## config.mk

```make
export PLATFORM = sky130hd
export DESIGN_NAME = vx_branch_resolver_flat
export DESIGN_NICKNAME = d
export VERILOG_FILES = /design/src/rtl/vx_branch_resolver_pkg.sv /design/src/rtl/vx_branch_resolver_if.sv /design/src/rtl/vx_branch_resolver_rr_arbiter.sv /design/src/rtl/vx_branch_resolver.sv /design/src/flat_wrapper.sv
export SDC_FILE = /design/constraint.sdc
export NUM_CORES = 1
export LEC_CHECK = 0
export CORE_MARGIN = 4
export CORE_UTILIZATION = 42
export CTS_CLUSTER_DIAMETER = 50
export CTS_CLUSTER_SIZE = 20
export DETAILED_ROUTE_END_ITERATION = 7
export GPL_ROUTABILITY_DRIVEN = 0
export GPL_TIMING_DRIVEN = 0
export PLACE_DENSITY = 0.64
export SLEW_MARGIN = 20
export SYNTH_ARGS = -nofsm -noshare
export SYNTH_HDL_FRONTEND = slang
export SYNTH_SLANG_ARGS = --single-unit
```

## constraint.sdc

```tcl
create_clock -name clk -period 30 [get_ports clk]
set_clock_uncertainty 0.1 [all_clocks]
set_input_delay 6 -clock clk [delete_from_list [all_inputs] [get_ports clk]]
set_output_delay 6 -clock clk [all_outputs]
set_load 0.02 [all_outputs]
```

## src/rtl/vx_branch_resolver_pkg.sv

```systemverilog
// Shared types and default sizing for the branch resolver: per-warp state encoding,
// PC and perf-counter widths. Pure declarations; no latency or flow control.
package vx_branch_resolver_pkg;

    localparam int DEF_NUM_BLOCKS = 2;
    localparam int DEF_NUM_WARPS  = 8;
    localparam int PC_BITS        = 32;
    localparam int PERF_CTR_BITS  = 16;
    localparam int BR_STATE_BITS  = 2;

    typedef enum logic [BR_STATE_BITS-1:0] {
        IDLE = 2'd0,
        WAIT = 2'd1,
        DONE = 2'd2
    } br_state_t;

    function automatic int nw_width(input int num_warps);
        return (num_warps > 1) ? $clog2(num_warps) : 1;
    endfunction

endpackage

```

## src/rtl/vx_branch_resolver_if.sv

```systemverilog
// Bundle of ALU branch reports, issue notifications and the scheduler PC-update
// valid/ready handshake; reports and issues carry no ready and are never stalled.
interface vx_branch_resolver_if
    import vx_branch_resolver_pkg::*;
#(
    parameter int NUM_BLOCKS = DEF_NUM_BLOCKS,
    parameter int NUM_WARPS  = DEF_NUM_WARPS
);
    localparam int NW_WIDTH = nw_width(NUM_WARPS);

    logic [NUM_BLOCKS-1:0]                br_valid_in;
    logic [NUM_BLOCKS-1:0][NW_WIDTH-1:0]  br_wid_in;
    logic [NUM_BLOCKS-1:0]                br_taken_in;
    logic [NUM_BLOCKS-1:0][PC_BITS-1:0]   br_dest_in;
    logic                                 issue_valid;
    logic [NW_WIDTH-1:0]                  issue_wid;
    logic [NUM_WARPS-1:0]                 stalled_mask;
    logic                                 upd_valid;
    logic [NW_WIDTH-1:0]                  upd_wid;
    logic                                 upd_taken;
    logic [PC_BITS-1:0]                   upd_dest;
    logic                                 upd_ready;
    logic                                 err;

    modport slave (
        input  br_valid_in, br_wid_in, br_taken_in, br_dest_in,
        input  issue_valid, issue_wid, upd_ready,
        output stalled_mask, upd_valid, upd_wid, upd_taken, upd_dest, err
    );

    modport master (
        output br_valid_in, br_wid_in, br_taken_in, br_dest_in,
        output issue_valid, issue_wid, upd_ready,
        input  stalled_mask, upd_valid, upd_wid, upd_taken, upd_dest, err
    );

endinterface

```

## src/rtl/vx_branch_resolver_rr_arbiter.sv

```systemverilog
// Round-robin pick among requesting warps; combinational grant, pointer advances to grant+1
// only on handshake, and the grant is locked while valid is held without ready.
module vx_branch_resolver_rr_arbiter
    import vx_branch_resolver_pkg::*;
#(
    parameter int N  = DEF_NUM_WARPS,
    parameter int NW = nw_width(N)
) (
    input  logic          clk,
    input  logic          reset,
    input  logic [N-1:0]  req_i,
    input  logic          ready_i,
    output logic          valid_o,
    output logic [NW-1:0] grant_o
);

    logic [NW-1:0] ptr_q, ptr_d;
    logic          lock_q, lock_d;
    logic [NW-1:0] lock_idx_q, lock_idx_d;
    logic [NW-1:0] rr_idx;
    logic [NW-1:0] cand_idx;
    logic          found;
    int            cand;

    always_comb begin
        rr_idx   = '0;
        found    = 1'b0;
        cand     = 0;
        cand_idx = '0;
        for (int i = 0; i < N; i++) begin
            cand = int'(ptr_q) + i;
            if (cand >= N) cand = cand - N;
            cand_idx = NW'(cand);
            if (!found && req_i[cand_idx]) begin
                found  = 1'b1;
                rr_idx = cand_idx;
            end
        end
    end

    // A held grant stays put so a newly ready warp cannot change the offered update.
    assign valid_o = |req_i;
    assign grant_o = lock_q ? lock_idx_q : rr_idx;

    always_comb begin
        ptr_d      = ptr_q;
        lock_d     = valid_o && !ready_i;
        lock_idx_d = grant_o;
        if (valid_o && ready_i) begin
            ptr_d = (grant_o == NW'(N - 1)) ? '0 : grant_o + 1'b1;
        end
    end

    always_ff @(posedge clk or posedge reset) begin
        if (reset) begin
            ptr_q      <= '0;
            lock_q     <= 1'b0;
            lock_idx_q <= '0;
        end else begin
            ptr_q      <= ptr_d;
            lock_q     <= lock_d;
            lock_idx_q <= lock_idx_d;
        end
    end

endmodule

```

## src/rtl/vx_branch_resolver.sv

```systemverilog
// Tracks outstanding branches per warp and returns resolved PCs to the scheduler one cycle after the report;
// reports/issues are never stalled, updates wait on upd_ready. BRANCH_RESOLVER_STATS_EN adds taken/not-taken counters.
module vx_branch_resolver
    import vx_branch_resolver_pkg::*;
#(
    parameter int NUM_BLOCKS = DEF_NUM_BLOCKS,
    parameter int NUM_WARPS  = DEF_NUM_WARPS
) (
    input  logic                     clk,
    input  logic                     reset,
    vx_branch_resolver_if.slave      bus
`ifdef BRANCH_RESOLVER_STATS_EN
    ,
    output logic [PERF_CTR_BITS-1:0] perf_taken,
    output logic [PERF_CTR_BITS-1:0] perf_not_taken
`endif
);

    localparam int NW_WIDTH = nw_width(NUM_WARPS);

    br_state_t            state_q [NUM_WARPS];
    br_state_t            state_d [NUM_WARPS];
    logic [NUM_WARPS-1:0] taken_q, taken_d;
    logic [PC_BITS-1:0]   dest_q  [NUM_WARPS];
    logic [PC_BITS-1:0]   dest_d  [NUM_WARPS];
    logic                 err_q, err_d;

    logic [NUM_WARPS-1:0] rep_hit;
    logic [NUM_WARPS-1:0] rep_taken;
    logic [PC_BITS-1:0]   rep_dest [NUM_WARPS];
    logic [NUM_WARPS-1:0] issue_hit;
    logic [NUM_WARPS-1:0] granted;
    logic [NUM_WARPS-1:0] done_req;
    logic                 dup_err;
    logic                 arb_valid;
    logic [NW_WIDTH-1:0]  grant_idx;
    logic                 upd_fire;

    // Lowest block index wins when several blocks name the same warp.
    always_comb begin
        rep_hit   = '0;
        rep_taken = '0;
        dup_err   = 1'b0;
        issue_hit = '0;
        granted   = '0;
        for (int w = 0; w < NUM_WARPS; w++) begin
            rep_dest[w]  = '0;
            issue_hit[w] = bus.issue_valid && (bus.issue_wid == NW_WIDTH'(w));
            granted[w]   = upd_fire && (grant_idx == NW_WIDTH'(w));
            for (int b = 0; b < NUM_BLOCKS; b++) begin
                if (bus.br_valid_in[b] && (bus.br_wid_in[b] == NW_WIDTH'(w))) begin
                    if (rep_hit[w]) begin
                        dup_err = 1'b1;
                    end else begin
                        rep_hit[w]   = 1'b1;
                        rep_taken[w] = bus.br_taken_in[b];
                        rep_dest[w]  = bus.br_dest_in[b];
                    end
                end
            end
        end
    end

    always_comb begin
        state_d = state_q;
        taken_d = taken_q;
        dest_d  = dest_q;
        err_d   = err_q | dup_err;
        for (int w = 0; w < NUM_WARPS; w++) begin
            case (state_q[w])
                IDLE: begin
                    if (issue_hit[w]) state_d[w] = WAIT;
                    if (rep_hit[w])   err_d      = 1'b1;
                end
                WAIT: begin
                    if (rep_hit[w]) begin
                        state_d[w] = DONE;
                        taken_d[w] = rep_taken[w];
                        dest_d[w]  = rep_dest[w];
                    end
                    if (issue_hit[w]) err_d = 1'b1;
                end
                DONE: begin
                    if (granted[w])        state_d[w] = issue_hit[w] ? WAIT : IDLE;
                    else if (issue_hit[w]) err_d      = 1'b1;
                    if (rep_hit[w])        err_d      = 1'b1;
                end
                default: state_d[w] = IDLE;
            endcase
        end
    end

    always_ff @(posedge clk or posedge reset) begin
        if (reset) begin
            for (int w = 0; w < NUM_WARPS; w++) begin
                state_q[w] <= IDLE;
                dest_q[w]  <= '0;
            end
            taken_q <= '0;
            err_q   <= 1'b0;
        end else begin
            for (int w = 0; w < NUM_WARPS; w++) begin
                state_q[w] <= state_d[w];
                dest_q[w]  <= dest_d[w];
            end
            taken_q <= taken_d;
            err_q   <= err_d;
        end
    end

    always_comb begin
        for (int w = 0; w < NUM_WARPS; w++) begin
            done_req[w]         = (state_q[w] == DONE);
            bus.stalled_mask[w] = (state_q[w] != IDLE);
        end
    end

    vx_branch_resolver_rr_arbiter #(
        .N  (NUM_WARPS),
        .NW (NW_WIDTH)
    ) u_rr_arb (
        .clk     (clk),
        .reset   (reset),
        .req_i   (done_req),
        .ready_i (bus.upd_ready),
        .valid_o (arb_valid),
        .grant_o (grant_idx)
    );

    assign upd_fire      = arb_valid && bus.upd_ready;
    assign bus.upd_valid = arb_valid;
    assign bus.upd_wid   = arb_valid ? grant_idx : '0;
    assign bus.upd_taken = arb_valid && taken_q[grant_idx];
    assign bus.upd_dest  = arb_valid ? dest_q[grant_idx] : '0;
    assign bus.err       = err_q;

`ifdef BRANCH_RESOLVER_STATS_EN
    logic [PERF_CTR_BITS-1:0] perf_taken_q, perf_not_taken_q;
    logic [PERF_CTR_BITS-1:0] n_taken, n_not_taken;

    always_comb begin
        n_taken     = '0;
        n_not_taken = '0;
        for (int w = 0; w < NUM_WARPS; w++) begin
            if ((state_q[w] == WAIT) && rep_hit[w]) begin
                if (rep_taken[w]) n_taken     = n_taken + 1'b1;
                else              n_not_taken = n_not_taken + 1'b1;
            end
        end
    end

    always_ff @(posedge clk or posedge reset) begin
        if (reset) begin
            perf_taken_q     <= '0;
            perf_not_taken_q <= '0;
        end else begin
            perf_taken_q     <= perf_taken_q + n_taken;
            perf_not_taken_q <= perf_not_taken_q + n_not_taken;
        end
    end

    assign perf_taken     = perf_taken_q;
    assign perf_not_taken = perf_not_taken_q;
`endif

endmodule

```

## src/flat_wrapper.sv

```systemverilog
// flat-port wrapper written by rule: the top's interface ports become plain ports
module vx_branch_resolver_flat import vx_branch_resolver_pkg::*;
#(
    parameter int NUM_BLOCKS = DEF_NUM_BLOCKS,
    parameter int NUM_WARPS  = DEF_NUM_WARPS
)
  (clk, reset, bus_br_valid_in, bus_br_wid_in, bus_br_taken_in, bus_br_dest_in, bus_issue_valid, bus_issue_wid, bus_upd_ready, bus_stalled_mask, bus_upd_valid, bus_upd_wid, bus_upd_taken, bus_upd_dest, bus_err);
  vx_branch_resolver_if #(.NUM_BLOCKS(NUM_BLOCKS), .NUM_WARPS(NUM_WARPS)) bus_i ();
  input  logic clk;
  input  logic reset;
  input wire logic [$bits(bus_i.br_valid_in)-1:0] bus_br_valid_in;
  input wire logic [$bits(bus_i.br_wid_in)-1:0] bus_br_wid_in;
  input wire logic [$bits(bus_i.br_taken_in)-1:0] bus_br_taken_in;
  input wire logic [$bits(bus_i.br_dest_in)-1:0] bus_br_dest_in;
  input wire logic [$bits(bus_i.issue_valid)-1:0] bus_issue_valid;
  input wire logic [$bits(bus_i.issue_wid)-1:0] bus_issue_wid;
  input wire logic [$bits(bus_i.upd_ready)-1:0] bus_upd_ready;
  output wire logic [$bits(bus_i.stalled_mask)-1:0] bus_stalled_mask;
  output wire logic [$bits(bus_i.upd_valid)-1:0] bus_upd_valid;
  output wire logic [$bits(bus_i.upd_wid)-1:0] bus_upd_wid;
  output wire logic [$bits(bus_i.upd_taken)-1:0] bus_upd_taken;
  output wire logic [$bits(bus_i.upd_dest)-1:0] bus_upd_dest;
  output wire logic [$bits(bus_i.err)-1:0] bus_err;
  assign bus_i.br_valid_in = bus_br_valid_in;
  assign bus_i.br_wid_in = bus_br_wid_in;
  assign bus_i.br_taken_in = bus_br_taken_in;
  assign bus_i.br_dest_in = bus_br_dest_in;
  assign bus_i.issue_valid = bus_issue_valid;
  assign bus_i.issue_wid = bus_issue_wid;
  assign bus_i.upd_ready = bus_upd_ready;
  assign bus_stalled_mask = bus_i.stalled_mask;
  assign bus_upd_valid = bus_i.upd_valid;
  assign bus_upd_wid = bus_i.upd_wid;
  assign bus_upd_taken = bus_i.upd_taken;
  assign bus_upd_dest = bus_i.upd_dest;
  assign bus_err = bus_i.err;
  vx_branch_resolver #(.NUM_BLOCKS(NUM_BLOCKS), .NUM_WARPS(NUM_WARPS)) u_core (.clk(clk), .reset(reset), .bus(bus_i));
endmodule
```

After elaboration in Yosys (flattened, before gate mapping)
Index checks and enable logic that the tools add are counted.
W data, S select, Z words.
Word-level totals
  bits in registers: 288
  latch bits: 0
  memory bits (writable): 0
  ROM bits: 0
  output and inout bits: 46
  memories: 0
Cells by class
  add/sub/neg operators: 16
  $mul: 0
  div/mod/pow operators: 0
  magnitude comparators: 18
  equality and inequality tests: 68
  shift operators: 0
  multiplexer cells: 208
  bitwise operators: 2
  reduce and logical (&&, ||, !) cells: 87
Operators by type and width (count)
  $mux W32: 27
  $mux W1: 112
  $bmux W32 S3: 1
  $mux W3: 19
  $eq A3 B3 Y1 const B: 16
  $mux W2: 24
  $ne A2 B1 Y1 const B: 24
  $pmux W2 S3: 8
  $logic_and A1 B1 Y1: 42
  $lt A3 B4 Y1 const B: 9
  $ge A4 B4 Y1 const B: 8
  $bmux W1 S3: 9
  $eq A3 B2 Y1 const B: 8
  $pmux W1 S3: 8
  $reduce_and A3 Y1: 8
  $sub A3 B1 Y3 const B: 8
  $add A3 B3 Y4 const B: 4
  $eq A2 B1 Y1 const B: 8
  $eq A2 B2 Y1 const B: 8
  $logic_not A2 Y1: 8
  $reduce_and A2 Y1: 8
  $reduce_bool A2 Y1: 8
  $eq A3 B1 Y1 const B: 4
  $logic_not A3 Y1: 4
  8 further kinds: 16

Logic depth before layout (Yosys ltp)
Gate-level depths: netlist of run 1.
  word-level depth: 60
  gate-level depth with buffers: 21

By module
A second synthesis of run 1 with hierarchy kept.
Unflattened totals
  cells, all modules: 1716
  area, all modules: 17086.4 um2
Modules (own cells, without submodules)
  vx_branch_resolver: instances 1, cells each 1594, area an instance 15777.6 um2, seq. area each 7031.7 um2
  vx_branch_resolver_rr_arbiter: instances 1, cells each 122, area an instance 1308.8 um2, seq. area each 175.2 um2

Least setup slack after synthesis of run 1
OpenSTA, ideal clock, no wires.
  path type: reg-to-output
  start point: register u_core.u_rr_arb.ptr_q[1]
  end point: output bus_upd_dest[26]
  arrival time: 4.132 ns
  setup slack: 19.768 ns
  cell stages (with the launch flop): 17
  path through: dfrtp_1 clkbuf_1 inv_1 clkbuf_1 ha_1 xor2_4 mux4_2 mux2i_4 nand4bb_4 or4b_1 o211ai_1 and2_1 buf_6 buf_12 buf_8 mux2_2 o221ai_1
Between the ends
  cells in the longest elaborated chain, start to end: 32
Ends and longest elaborated chain
  from (decl): line vx_branch_resolver_rr_arbiter.sv:17  | logic [NW-1:0] ptr_q, ptr_d;
  from (signal assigned): line vx_branch_resolver_rr_arbiter.sv:60  | ptr_q <= ptr_d;
  parallel branches: the longest is 25 deep, another holds $add A3 B1 Y4
  $mux W3 *: line vx_branch_resolver_rr_arbiter.sv:34  | if (!found && req_i[cand_idx]) begin
  $mux W3 *: line vx_branch_resolver_rr_arbiter.sv:43  | assign grant_o = lock_q ? lock_idx_q : rr_idx;
  $not A3 Y4 (not written as such) *: line vx_branch_resolver.sv:134  | assign bus.upd_dest = arb_valid ? dest_q[grant_idx] : '0;
  $bmux W32 S3 *: line vx_branch_resolver.sv:134
  $mux W32 (not written as such) * (2 in a row): line vx_branch_resolver.sv:134
  $mux W32 *: line vx_branch_resolver.sv:134
  to (decl): line flat_wrapper.sv:22  | output wire logic [$bits(bus_i.upd_dest)-1:0] bus_upd_dest;
Every way passes the cells marked *. The select of a mux whose other input is x is not followed.

Worst setup path in the final report of run 1
  start point: register u_core.u_rr_arb.ptr_q[1]
  end point: output bus_upd_dest[30]
Between the ends
  cells in the longest elaborated chain, start to end: 32
Ends and longest elaborated chain
  parallel branches: the longest is 25 deep, another holds $add A3 B1 Y4
  $mux W3 *: line vx_branch_resolver_rr_arbiter.sv:34
  $mux W3 *: line vx_branch_resolver_rr_arbiter.sv:43
  named net u_core.grant_idx[2]: line vx_branch_resolver.sv:36  | logic [NW_WIDTH-1:0] grant_idx;
  $not A3 Y4 (not written as such) *: line vx_branch_resolver.sv:134
  $bmux W32 S3 *: line vx_branch_resolver.sv:134
  $mux W32 (not written as such) * (2 in a row): line vx_branch_resolver.sv:134
  $mux W32 *: line vx_branch_resolver.sv:134
Mark *: on every way through the listed nets, which the timed path passes. The select of a mux whose other input is x is not followed.

==> results.md, run 1 <==
- Fin cells: 2,519
- Min Tclk post-route: 12.82 ns
- Max-Slew Margin vs Limit: 0.285
- FMAX: 0.0780 GHz
- Worst Path Required: around 24 ns
- Placement row count: 73
- Post-Route Setup TNS: 0 ns
- Post-synth top area cell: dfrtp_1
- Layout cells sized above 1: 0.0901
- RSZ-0062 raised after global routing: false
- Die Wd: 208 um
- Mapped Cells: 1,857
- IO buf count: 58
- Final WL: around 63,000 um
- Endpoints failing hold: 0
- CTS tree: yes
- Final instance area: 19,500 um^2
- Avg Inst Size Synth: 9.07 um^2
- Clk sinks: ~290
- Pin count of the biggest net entering global routing: 86
- CTS buffer count: 37
- Cells after DPL: between 2,000 and 2,500
- Post-synthesis cell type count: between 70 and 80
- Setup bufs post-CTS: 0
- Total number of H-tree levels: 2
- Crit path kind: register to output port
- Critical R2R Launch: u_core.u_rr_arb.ptr_q[1]$_DFFE_PP0P_
- Leak: 7.54 nW
- Post-CTS Hold Fix Bufs: 0
- Largest cells by area after synthesis: dfrtp_1, a22oi_1, mux2i_1, a21oi_1, nor2_1
- Final ANT Viol Nets: 0
- Ys flop type: dfrtp_1
- Synth-to-Final Area Change: 15.6%
- Synthesis-stage register bit count: between 200 and 300
- WP data arrival: 6.72 ns
- Cells resized by post-CTS repair: 0
- Number of global-route vias before repair: approximately 16,000
- Final #Nets: 2,047
- Max Cap Viol: 0
- Core area: 39,600 um^2
- Worst-path fanout max: 10
- Routed WL per cell: about 25 um
- Clock buffer depth: 3
- Post-DP HPWL: 42,900 um
- Initial antenna violation count: 7
- Cell Area, Placed: approximately 18,000 um^2
- Post-synth ARST share: 1.00
- Hold wc startpoint: u_core.dest_q[216]$_DFFE_PP0P_
- Most frequent cell after synthesis: dfrtp_1
- Outcome: completed
- Pwr dens: 142 nW/um^2
- FILL cells: approximately 3,800
- Initial Util: 0.425
- Worst setup SP type: register
- Synth Cell Area: 16,800 um^2
- Slew @ Worst Pin: 1.06 ns
- CP Capture Type: output port
- Clock Root Buffer: clkbuf_16
- Tot Pwr: 2.77 mW
- Skew-Pair Late Insertion Delay: 0.53 ns
- I/O pin count: 127
- Period utilization: 0.427
- Synth Warn #: 0
- DR vias: about 16,000
- Syn Nets: just under 2,000
- Final setup viols: 0
- Place WS: 17.96 ns
- Grt ovf: 0
- Tot GR Track Use: 0.278
- Seq/Total Area, Yosys: 0.428
- Number of detailed-route iterations in the first pass: 6
- DRC viols: 0
- Final Max Tran Viols: 0
- Clk slew on worst S/H paths: about 0.06 ns
- Crit path from: u_core.u_rr_arb.ptr_q[1]$_DFFE_PP0P_
- DRT iter0 DRCs: approximately 2,000
- Min-Delay Path Class: register to register
- First-pass GRT wire length: approximately 95,000 um
- Die H: 208 um
- Commonest cells in the netlist: dfrtp_1, a22oi_1, nor2_1, a21oi_1, nand2_1
- Die area: roughly 43,000 um^2
- Synth top area share: 0.428
- Final worst slack: 17.18 ns
- Via-to-Cell Ratio: 6.31
- VDD IR-drop max: 0.0924 mV
- Post-synth EDFFs: 0
per-layer routing:
layer | wire (um) | global-route usage | part of all wire | vias up
li1 | - | - | - | 6970
met1 | 25800 | 0.386 | 0.41 | 7851
met2 | 28400 | 0.422 | 0.45 | 904
met3 | 6100 | 0.0666 | 0.097 | 166
met4 | 2400 | 0.113 | 0.038 | 4
met5 | 25 | 0 | 0.00040 | -
cell usage in the layout (no fill, tap or decap), drive strengths merged, types with 8 or more instances in the layout:
cell | netlist | layout
mux2i | 107 | 107
nand2b | 25 | 25
a22oi | 232 | 232
o22ai | 38 | 38
nor2b | 19 | 19
nand2 | 159 | 159
a21oi | 182 | 182
ha | 8 | 8
mux2 | 68 | 68
a211oi | 8 | 8
o21ai | 118 | 118
nor2 | 209 | 209
o221ai | 33 | 33
buf | 92 | 96
inv | 13 | 24
or2 | 13 | 13
nand3 | 10 | 10
dfrtp | 288 | 288
mux4 | 14 | 14
clkdlybuf4s50 | 0 | 58
nor3 | 16 | 16
clkbuf | 125 | 170
report_power, final:
part	switching [mW]	internal [mW]	leakage (nW)
clock network	0.190	0.267	0.610
registers	0.0896	0.534	3.66
logic	0.984	0.707	3.27
final timing paths:
check | endpoint | slack [ns] | cells past startpoint
worst min register to register | u_core.dest_q[216]$_DFFE_PP0P_ | 0.37 | 2
max in group asynchronous | u_core.dest_q[8]$_DFFE_PP0P_ | 23.10 | 3
worst max-delay path | bus_upd_dest[30] | 17.18 | 17
worst max register to register | u_core.bus.err$_DFF_PP0_ | 24.12 | 20
worst min-delay path | u_core.dest_q[216]$_DFFE_PP0P_ | 0.37 | 2
min in group asynchronous | u_core.u_rr_arb.lock_idx_q[0]$_DFF_PP0_ | 5.82 | 2
through the flow:
stage               hold WS (ns)  utilization
finish                     0.374        0.491
global route               0.395        0.491
CTS                        0.377        0.490
detailed placement         0.363        0.459
global placement           0.355        0.456
floorplan                  0.343            -
flip-flops by register name (all words and copies together), names as in the netlist:
name and flops:
u_core.u_rr_arb.lock_q 1, u_core.bus.err 1, u_core.taken_q 8, u_core.u_rr_arb.lock_idx_q 3, u_core.dest_q 256, u_core.u_rr_arb.ptr_q 3, u_core.state_q 16
critical path, cell delays in order, from the launching register on:
cell and delay (ns):
dfrtp_1 0.38, clkbuf_1 0.26, inv_1 0.14, clkbuf_1 0.39, ha_1 0.38, xor2_4 0.27, mux4_2 0.59, mux2i_4 0.25
nand4bb_4 0.18, or4b_1 0.55, o211ai_1 0.11, and2_1 0.20, buf_6 0.17, inv_2 0.10, nand2_1 0.54, clkbuf_1 0.61
o221ai_1 0.42, clkdlybuf4s50_1 0.64
logic make-up after synthesis:
kind of cell / synth area share
compound gates: 0.245
xor+xnor: 0.00357
fa+ha+maj: 0.00595
buf+inv: 0.0577
flops: 0.428
mux: 0.129
simple gates: 0.131
cell type report:
type                            instances  area [um^2]  area share
Antenna cell                            7         17.5    0.000900
Buffer                                217          918      0.0472
Clock buffer                           45         1030      0.0528
Clock inverter                         23          223      0.0114
Inverter                               14         60.1     0.00309
Multi-Input combinational cell       1338         8680       0.446
Sequential cell                       288         7210       0.370
Tap cell                              525          657      0.0338
Timing Repair Buffer                   62          671      0.0345
Note: power is estimated with default switching activity, not from simulation.
==> inputs of run 2 (changes only) <==
clock period = 12.95 ns   (was 30 ns; I/O delays follow)
==> results of run 2 <==
Same layout as run 1 (identical final DEF). Status: completed.
Main changes from that run: setup slack after placement 17.96 ns -> 4.32 ns; setup slack after layout 17.18 ns -> 3.54 ns; register-to-register setup slack 24.12 ns -> 7.07 ns; total power 2.77 mW -> 6.42 mW; worst IR drop on VDD 0.0924 mV -> 0.214 mV
